--- config.mk ---
export PLATFORM = sky130hd
export DESIGN_NAME = des_rx_160
export DESIGN_NICKNAME = d
export VERILOG_FILES = /design/src/rtl/des_rx_160.sv
export SDC_FILE = /design/constraint.sdc
export NUM_CORES = 1
export LEC_CHECK = 0
export BUFFER_PORTS_ARGS = -buffer_cell sky130_fd_sc_hd__buf_2
export CORE_MARGIN = 3
export CORE_UTILIZATION = 55
export CTS_BUF_LIST = sky130_fd_sc_hd__clkbuf_16
export DETAILED_ROUTE_END_ITERATION = 12
export PLACE_DENSITY = 0.75
export SKIP_CTS_REPAIR_TIMING = 1
export SYNTH_ARGS = -nofsm -noshare
export SYNTH_HDL_FRONTEND = slang
export SYNTH_SLANG_ARGS = --single-unit
--- constraint.sdc ---
create_clock -name clock_160 -period 4.5 [get_ports clock_160]
set_input_delay 0.675 -clock clock_160 [delete_from_list [all_inputs] [get_ports clock_160]]
set_output_delay 0.675 -clock clock_160 [all_outputs]
set_load 0.005 [all_outputs]
--- src/rtl/des_rx_160.sv ---
// des_rx_160: serial-to-byte deserializer with sync-word frame alignment.
// Hunts for SYNC_WORD in an LSB-first bit stream, verifies LOCK_COUNT
// correctly spaced repeats, then emits the data bytes of every frame with
// a one-cycle byte_valid strobe. LOSS_COUNT consecutive missed syncs drop
// the link back to hunting.
// Optional build macro DES_RX_160_ERRCNT_EN adds an 8-bit saturating
// sync_err_cnt output counting missed syncs and failed verifications.
module des_rx_160 #(
    parameter logic [7:0] SYNC_WORD  = 8'hBC,
    parameter int         FRAME_LEN  = 16,
    parameter int         LOCK_COUNT = 3,
    parameter int         LOSS_COUNT = 4
) (
    input  logic       clock_160,
    input  logic       reset,
    input  logic       bit_in,
    input  logic       bit_valid,
    output logic [7:0] byte_out,
    output logic       byte_valid,
    output logic       sof,
    output logic       locked
`ifdef DES_RX_160_ERRCNT_EN
    ,
    output logic [7:0] sync_err_cnt
`endif
);

    localparam int IDX_W   = (FRAME_LEN > 2) ? $clog2(FRAME_LEN) : 1;
    localparam int MATCH_W = $clog2(LOCK_COUNT + 1);
    localparam int MISS_W  = $clog2(LOSS_COUNT + 1);

    typedef enum logic [1:0] {
        HUNT   = 2'd0,
        VERIFY = 2'd1,
        LOCKED = 2'd2
    } state_t;

    state_t             state_q;
    logic [7:0]         window_q;
    logic [2:0]         bit_cnt_q;
    logic [IDX_W-1:0]   byte_idx_q;
    logic [MATCH_W-1:0] match_cnt_q;
    logic [MISS_W-1:0]  miss_cnt_q;
    logic [7:0]         byte_out_q;
    logic               byte_valid_q;
    logic               sof_q;
    logic               locked_q;

    logic [7:0]         window_d;
    logic [IDX_W-1:0]   byte_idx_d;
    logic               boundary;
    logic               sync_hit;

    // Next window, frame-index wrap and byte-boundary / sync decode.
    always_comb begin
        // NOTE: every always_comb output gets an unconditional default so no latch can be inferred.
        window_d   = {bit_in, window_q[7:1]};
        byte_idx_d = byte_idx_q + IDX_W'(1);
        if (byte_idx_q == IDX_W'(FRAME_LEN - 1)) begin
            byte_idx_d = '0;
        end
        boundary = (bit_cnt_q == 3'd7);
        sync_hit = (window_d == SYNC_WORD);
    end

    // Alignment FSM: hunt, verify spacing, then deliver data bytes while locked.
    always_ff @(posedge clock_160) begin
        // NOTE: all state uses non-blocking assignments so every register samples pre-edge values.
        if (reset) begin
            state_q      <= HUNT;
            window_q     <= '0;
            bit_cnt_q    <= '0;
            byte_idx_q   <= '0;
            match_cnt_q  <= '0;
            miss_cnt_q   <= '0;
            byte_out_q   <= '0;
            byte_valid_q <= 1'b0;
            sof_q        <= 1'b0;
            locked_q     <= 1'b0;
        end else begin
            byte_valid_q <= 1'b0;
            sof_q        <= 1'b0;
            if (bit_valid) begin
                window_q <= window_d;
                case (state_q)
                    HUNT: begin
                        if (sync_hit) begin
                            bit_cnt_q   <= '0;
                            byte_idx_q  <= IDX_W'(1);
                            match_cnt_q <= MATCH_W'(1);
                            if (LOCK_COUNT == 1) begin
                                state_q    <= LOCKED;
                                locked_q   <= 1'b1;
                                miss_cnt_q <= '0;
                            end else begin
                                state_q <= VERIFY;
                            end
                        end
                    end
                    VERIFY: begin
                        if (!boundary) begin
                            bit_cnt_q <= bit_cnt_q + 3'd1;
                        end else begin
                            bit_cnt_q  <= '0;
                            byte_idx_q <= byte_idx_d;
                            if (byte_idx_q == '0) begin
                                if (sync_hit) begin
                                    match_cnt_q <= match_cnt_q + MATCH_W'(1);
                                    if (match_cnt_q == MATCH_W'(LOCK_COUNT - 1)) begin
                                        state_q    <= LOCKED;
                                        locked_q   <= 1'b1;
                                        miss_cnt_q <= '0;
                                    end
                                end else begin
                                    state_q     <= HUNT;
                                    match_cnt_q <= '0;
                                end
                            end
                        end
                    end
                    LOCKED: begin
                        if (!boundary) begin
                            bit_cnt_q <= bit_cnt_q + 3'd1;
                        end else begin
                            bit_cnt_q  <= '0;
                            byte_idx_q <= byte_idx_d;
                            if (byte_idx_q != '0) begin
                                byte_out_q   <= window_d;
                                byte_valid_q <= 1'b1;
                                sof_q        <= (byte_idx_q == IDX_W'(1));
                            end else if (sync_hit) begin
                                miss_cnt_q <= '0;
                            end else if (miss_cnt_q == MISS_W'(LOSS_COUNT - 1)) begin
                                state_q     <= HUNT;
                                locked_q    <= 1'b0;
                                miss_cnt_q  <= '0;
                                match_cnt_q <= '0;
                            end else begin
                                miss_cnt_q <= miss_cnt_q + MISS_W'(1);
                            end
                        end
                    end
                    default: begin
                        state_q <= HUNT;
                    end
                endcase
            end
        end
    end

    assign byte_out   = byte_out_q;
    assign byte_valid = byte_valid_q;
    assign sof        = sof_q;
    assign locked     = locked_q;

`ifdef DES_RX_160_ERRCNT_EN
    logic [7:0] err_cnt_q;
    logic       err_event;

    // A sync slot that fails while verifying or locked is one error.
    always_comb begin
        err_event = bit_valid && boundary && (byte_idx_q == '0) && !sync_hit &&
                    ((state_q == VERIFY) || (state_q == LOCKED));
    end

    // Saturating error counter, cleared only by reset.
    always_ff @(posedge clock_160) begin
        if (reset) begin
            err_cnt_q <= '0;
        end else if (err_event && (err_cnt_q != 8'hFF)) begin
            err_cnt_q <= err_cnt_q + 8'd1;
        end
    end

    assign sync_err_cnt = err_cnt_q;
`endif

endmodule
Word level (Yosys, flattened, before mapping). Index checks and enable logic that the tools add are counted.

Bitwise logic cells: 4. Add/subtract/negate cells: 4. Muxes and demuxes: 40. Reduce and logical (&&, ||, !) cells: 16. Equal/unequal tests: 19.

Operators with widths (number): $mux W3 (10); $mux W2 (12); $ne A2 B2 Y1 const B (9); $reduce_and A9 Y1 (2); $mux W4 (3); $pmux W2 S3 (2); $pmux W3 S2 (2); $reduce_and A10 Y1 (1); $mux W1 (9); $eq A8 B8 Y1 const B (1); $pmux W4 S2 (1); $reduce_and A4 Y1 (2); $reduce_and A8 Y1 (1); $add A3 B1 Y3 const B (2); $reduce_or A5 Y1 (1); $add A4 B1 Y4 const B (1); $eq A2 B2 Y1 const B (2); $eq A4 B1 Y1 const B (1); $eq A4 B4 Y1 const B (1); $logic_not A4 Y1 (1); $not A1 Y1 (4); $reduce_bool A2 Y1 (2); $reduce_bool A4 Y1 (1); $reduce_or A4 Y1 (1); 11 further kinds (11).

Output and inout port bits: 11. Bits of input ports: 4. Register bits after elaboration: 33.

Longest topological paths before layout.
Depth in word-level cells: 6. Gate-level depth with buffers: 8. Gate-level depth less buffers: 7.

Least setup slack after synthesis. OpenSTA, ideal clock, no wires.

Path type: input to register. Start point: input port bit_in. End point: register match_cnt_q[1]. Setup time: 0.070 ns. Data required time: 4.430 ns. Data arrival time: 2.019 ns. Slack: 2.410 ns. Stages on the path: 6. Cell sequence: and4b_1 > buf_2 > a211oi_2 > o2111ai_2 > or4b_1 > a21oi_1.

Longest elaborated chain between the ends: 5. Elaborated cells between the ends (all ways): 8. Those cells by class: 3 x eq/ne; 4 x mux; 1 x reduce/logical.

RTL lines: from (decl) (RTL line 16) `input logic bit_in,`; $eq A8 B8 Y1 * (RTL line 63) `sync_hit = (window_d == SYNC_WORD);`; $mux W2 (RTL line 107) `if (sync_hit) begin`; $mux W2 (RTL line 106) `if (byte_idx_q == '0) begin`; $mux W2 (RTL line 101) `if (!boundary) begin`; $pmux W2 S3 (RTL line 85) `case (state_q)`; to (signal assigned) (RTL line 108) `match_cnt_q <= match_cnt_q + MATCH_W'(1);`; to (decl) (RTL line 42) `logic [MATCH_W-1:0] match_cnt_q;`.

Mark *: on every way between the ends. The rest lies on a longest branch, timed or not. The select of a mux whose other input is x is not followed. A chain may end at the register's enable or synchronous reset.

Final worst setup path.
Start point: register byte_idx_q[0]. End point: register match_cnt_q[1].

Longest elaborated chain between the ends: 3. Elaborated cells between the ends (all ways): 5. Those cells by class: 2 x eq/ne; 3 x reduce/logical.

RTL lines: from (decl) (RTL line 41) `logic [IDX_W-1:0] byte_idx_q;`; from (signal assigned) (RTL line 105) `byte_idx_q <= byte_idx_d;`; from (signal assigned) (RTL line 126) `byte_idx_q <= byte_idx_d;`; $reduce_bool A4 Y1 / $logic_not A4 Y1 (equally long branches) (RTL line 127, 106); $ne A2 B2 Y1 (no source line); $reduce_and A9 Y1 (no source line) *.

Mark *: on every way between the ends. The rest lies on a longest branch, timed or not.

==> results.yml <==
setup_path:
  path_common_cell: "a21oi_1"
  required_ns: 4.70
  critPathMaxStageDelay_ns: 0.49
  crit_arrival_ns: 2.45
  critPathLaunchType: "flip-flop"
  critPathKind: "reg -> reg"
  worstPathCellList: "inv_1, ha_1, or3b_4, a21oi_1, o2111ai_2, or4b_1, a21oi_1"
  critPathCaptureType: "flip-flop"
  crit_fanout: 6
  critical-path-slowest-cell: "or4b_1"
cells_and_area:
  area_delta_synth_final_pct: 15.8
  fill_cells: 213
  nNetsFinal: 195
  diodes: 0
  drive_gt1_frac: 0.166
timing:
  max_freq_mhz: 445
  setup_viol_count_final: 0
  finalCriticalPeriod_ns: 2.25
  timing.slew.headroom: 0.590
  final-hold-violation-count: 0
  drv_slew: 0
  tightest_slew_ns: 0.614
  rsz0062_at_grt: "false"
  fin_skew_ns: 0.00514
  finalSetupTns_ns: 0
  fin_crit_sh: 0.500
route:
  postRouteAntennaNets: 0
  drt_pass1_iterations: 4
  drc: 0
  first_iter_violations: 56
  route.vias.total: 1219
  post_drt_wl_per_cell_um: 14.3
  avgViaCountPerCell: 5.78
  finalWirelength_um: 3010
global_routing:
  grt_use_total: 0.203
  grt_pass1_vias: 1248
  grt_overflow: 0
  antenna_found_initial: 0
  grt_max_degree: 34
  grt_pass1_wl_um: 5240
floorplanning:
  core_mm2: 0.00259
  die_x_um: 59.2
  dieArea_mm2: 0.00350
  ios: 15
  die-height_um: 59.2
  initial_core_util: 0.601
  row_count: 18
placed_design:
  port_buffers: 14
  routabilityCongestion: 0.858
  dp_hpwl_um: 2150
clock_tree:
  cts_tree: "done"
  path_clk_slew_ns: 0.05
  cts_buffer_depth: 2
  cts_root_buf: "clkbuf_16"
  cts_buffers: 5
  clkLatencyLatePin_ns: 0.28
  htree_levels: 2
  clock_sinks: 32
logic_synthesis:
  synth.net_count: 180
  syn_area_per_cell_um2: 9.43
  synth.distinct_cells: 42
  yosys_register_bits: 32
  syn_inst: 165
  postSynth.asyncResetShare: 0
  yosys.cell_count.top_type: "dfxtp_1"
  synth_area_mm2: 0.00156
  yosys.area.top_type_share: 0.412
  ys_warn_count: 0
  yosysTopAreaCell: "dfxtp_1"
  synth_common_cells: "32 x dfxtp_1, 27 x nor2_1, 19 x mux2i_1"
  synth_enable_flop_cells: 0
  ys.flop_type: "dfxtp_1"
  seq_area_frac_synth: 0.412
  yosys-top-cells-area: "dfxtp_1 41%, mux2i_1 12%, ha_1 8.8%"
power_and_ir_drop:
  power.leakage_nw: 0.759
  power_density_mw_per_mm2: 372
  finalPower_uw: 670
  ir_drop_uv: 456
flow_run:
  max-cap-violations: 0
status:
  status: "complete, no violations"
min_path:
  hold_path_class: "reg -> reg"
sequential cells by signal, summed over array words and instances (netlist names):
name	count
bit_cnt_q	3
byte_idx_q	4
byte_out	8
byte_valid	1
locked	1
match_cnt_q	2
miss_cnt_q	3
sof	1
state_q	2
window_q	7
final timing paths:
| check | from | endpoint | slack, ns | cells past startpoint |
|---|---|---|---|---|
| max | byte_idx_q[0] | match_cnt_q[1] | 2.25 | 7 |
| max reg2reg | byte_idx_q[0] | match_cnt_q[1] | 2.25 | 7 |
| min | match_cnt_q[1] | match_cnt_q[1] | 0.48 | 2 |
| min reg2reg | match_cnt_q[1] | match_cnt_q[1] | 0.48 | 2 |
where the power goes:
group / internal [mW] / switching [mW] / leakage (nW) / total, mW
clock network: 0.257 / 0.115 / 0.0850 / 0.372
logic: 0.00391 / 0.00807 / 0.416 / 0.0120
registers: 0.285 / 0.00104 / 0.258 / 0.286
cell families (layout without fill, tap and decap cells):
family	Yosys count	count (layout)	share of synthesized area
adder cells (fa/ha/maj)	11	11	0.0884
AO/OA/AOI/OAI	27	27	0.126
multiplexers	20	20	0.129
AND/OR/NAND/NOR	61	61	0.209
flip-flops	32	32	0.412
buffers and inverters	14	30	0.0354
cells in the final DEF, fill, tap and decap left out, types with 2 or more instances in the layout:
master     netlist  routed
ha_1            11      11
a211oi_1         3       3
mux2i_1         19      19
and4b_1          2       2
nand2_1          7       7
and3_1           3       3
nor2b_1          2       2
nand2b_1         5       5
buf_2            1      14
nor2_1          27      27
nand3_1          3       3
a22oi_1          3       3
dfxtp_1         32      32
o21ai_0          3       3
inv_1            8       9
clkbuf_16        0       5
a21oi_1          7       7
a31oi_1          2       2
area by class of cell:
class,instances,area [um2],area share
Tap cell,30,37.5,0.0208
Inverter,8,30.0,0.0167
Clock inverter,3,38.8,0.0215
Multi-Input combinational cell,119,861,0.477
Sequential cell,32,641,0.355
Timing Repair Buffer,14,70.1,0.0389
Clock buffer,5,125,0.0694
per-stage QoR:
stage               utilization  instances  hold WS [ns]  instance area [um2]  setup WS, ns
floorplan                     -        165         0.436                 1560          2.41
global placement          0.633        203         0.447                 1640          2.24
detailed placement        0.633        203         0.462                 1640          2.14
CTS                       0.696        211         0.471                 1800          2.26
global route              0.696        211         0.501                 1800          2.09
finish                    0.696        211         0.479                 1800          2.25
per-layer routing:
metal,vias to the layer above,wire (um),GRT usage
met3,9,92,0.0610
li1,610,-,-
met5,-,0,0
met1,578,1370,0.232
met4,0,83,0.155
met2,22,1460,0.314
critical path, delay by kind of cell (launching register included):
family,cells,cell delay [ns]
AO/OA/AOI/OAI,3,0.62
adder cells (fa/ha/maj),1,0.19
buffers and inverters,1,0.10
flip-flops,1,0.36
AND/OR/NAND/NOR,2,0.90
Note: power is estimated with default switching activity, not from simulation.
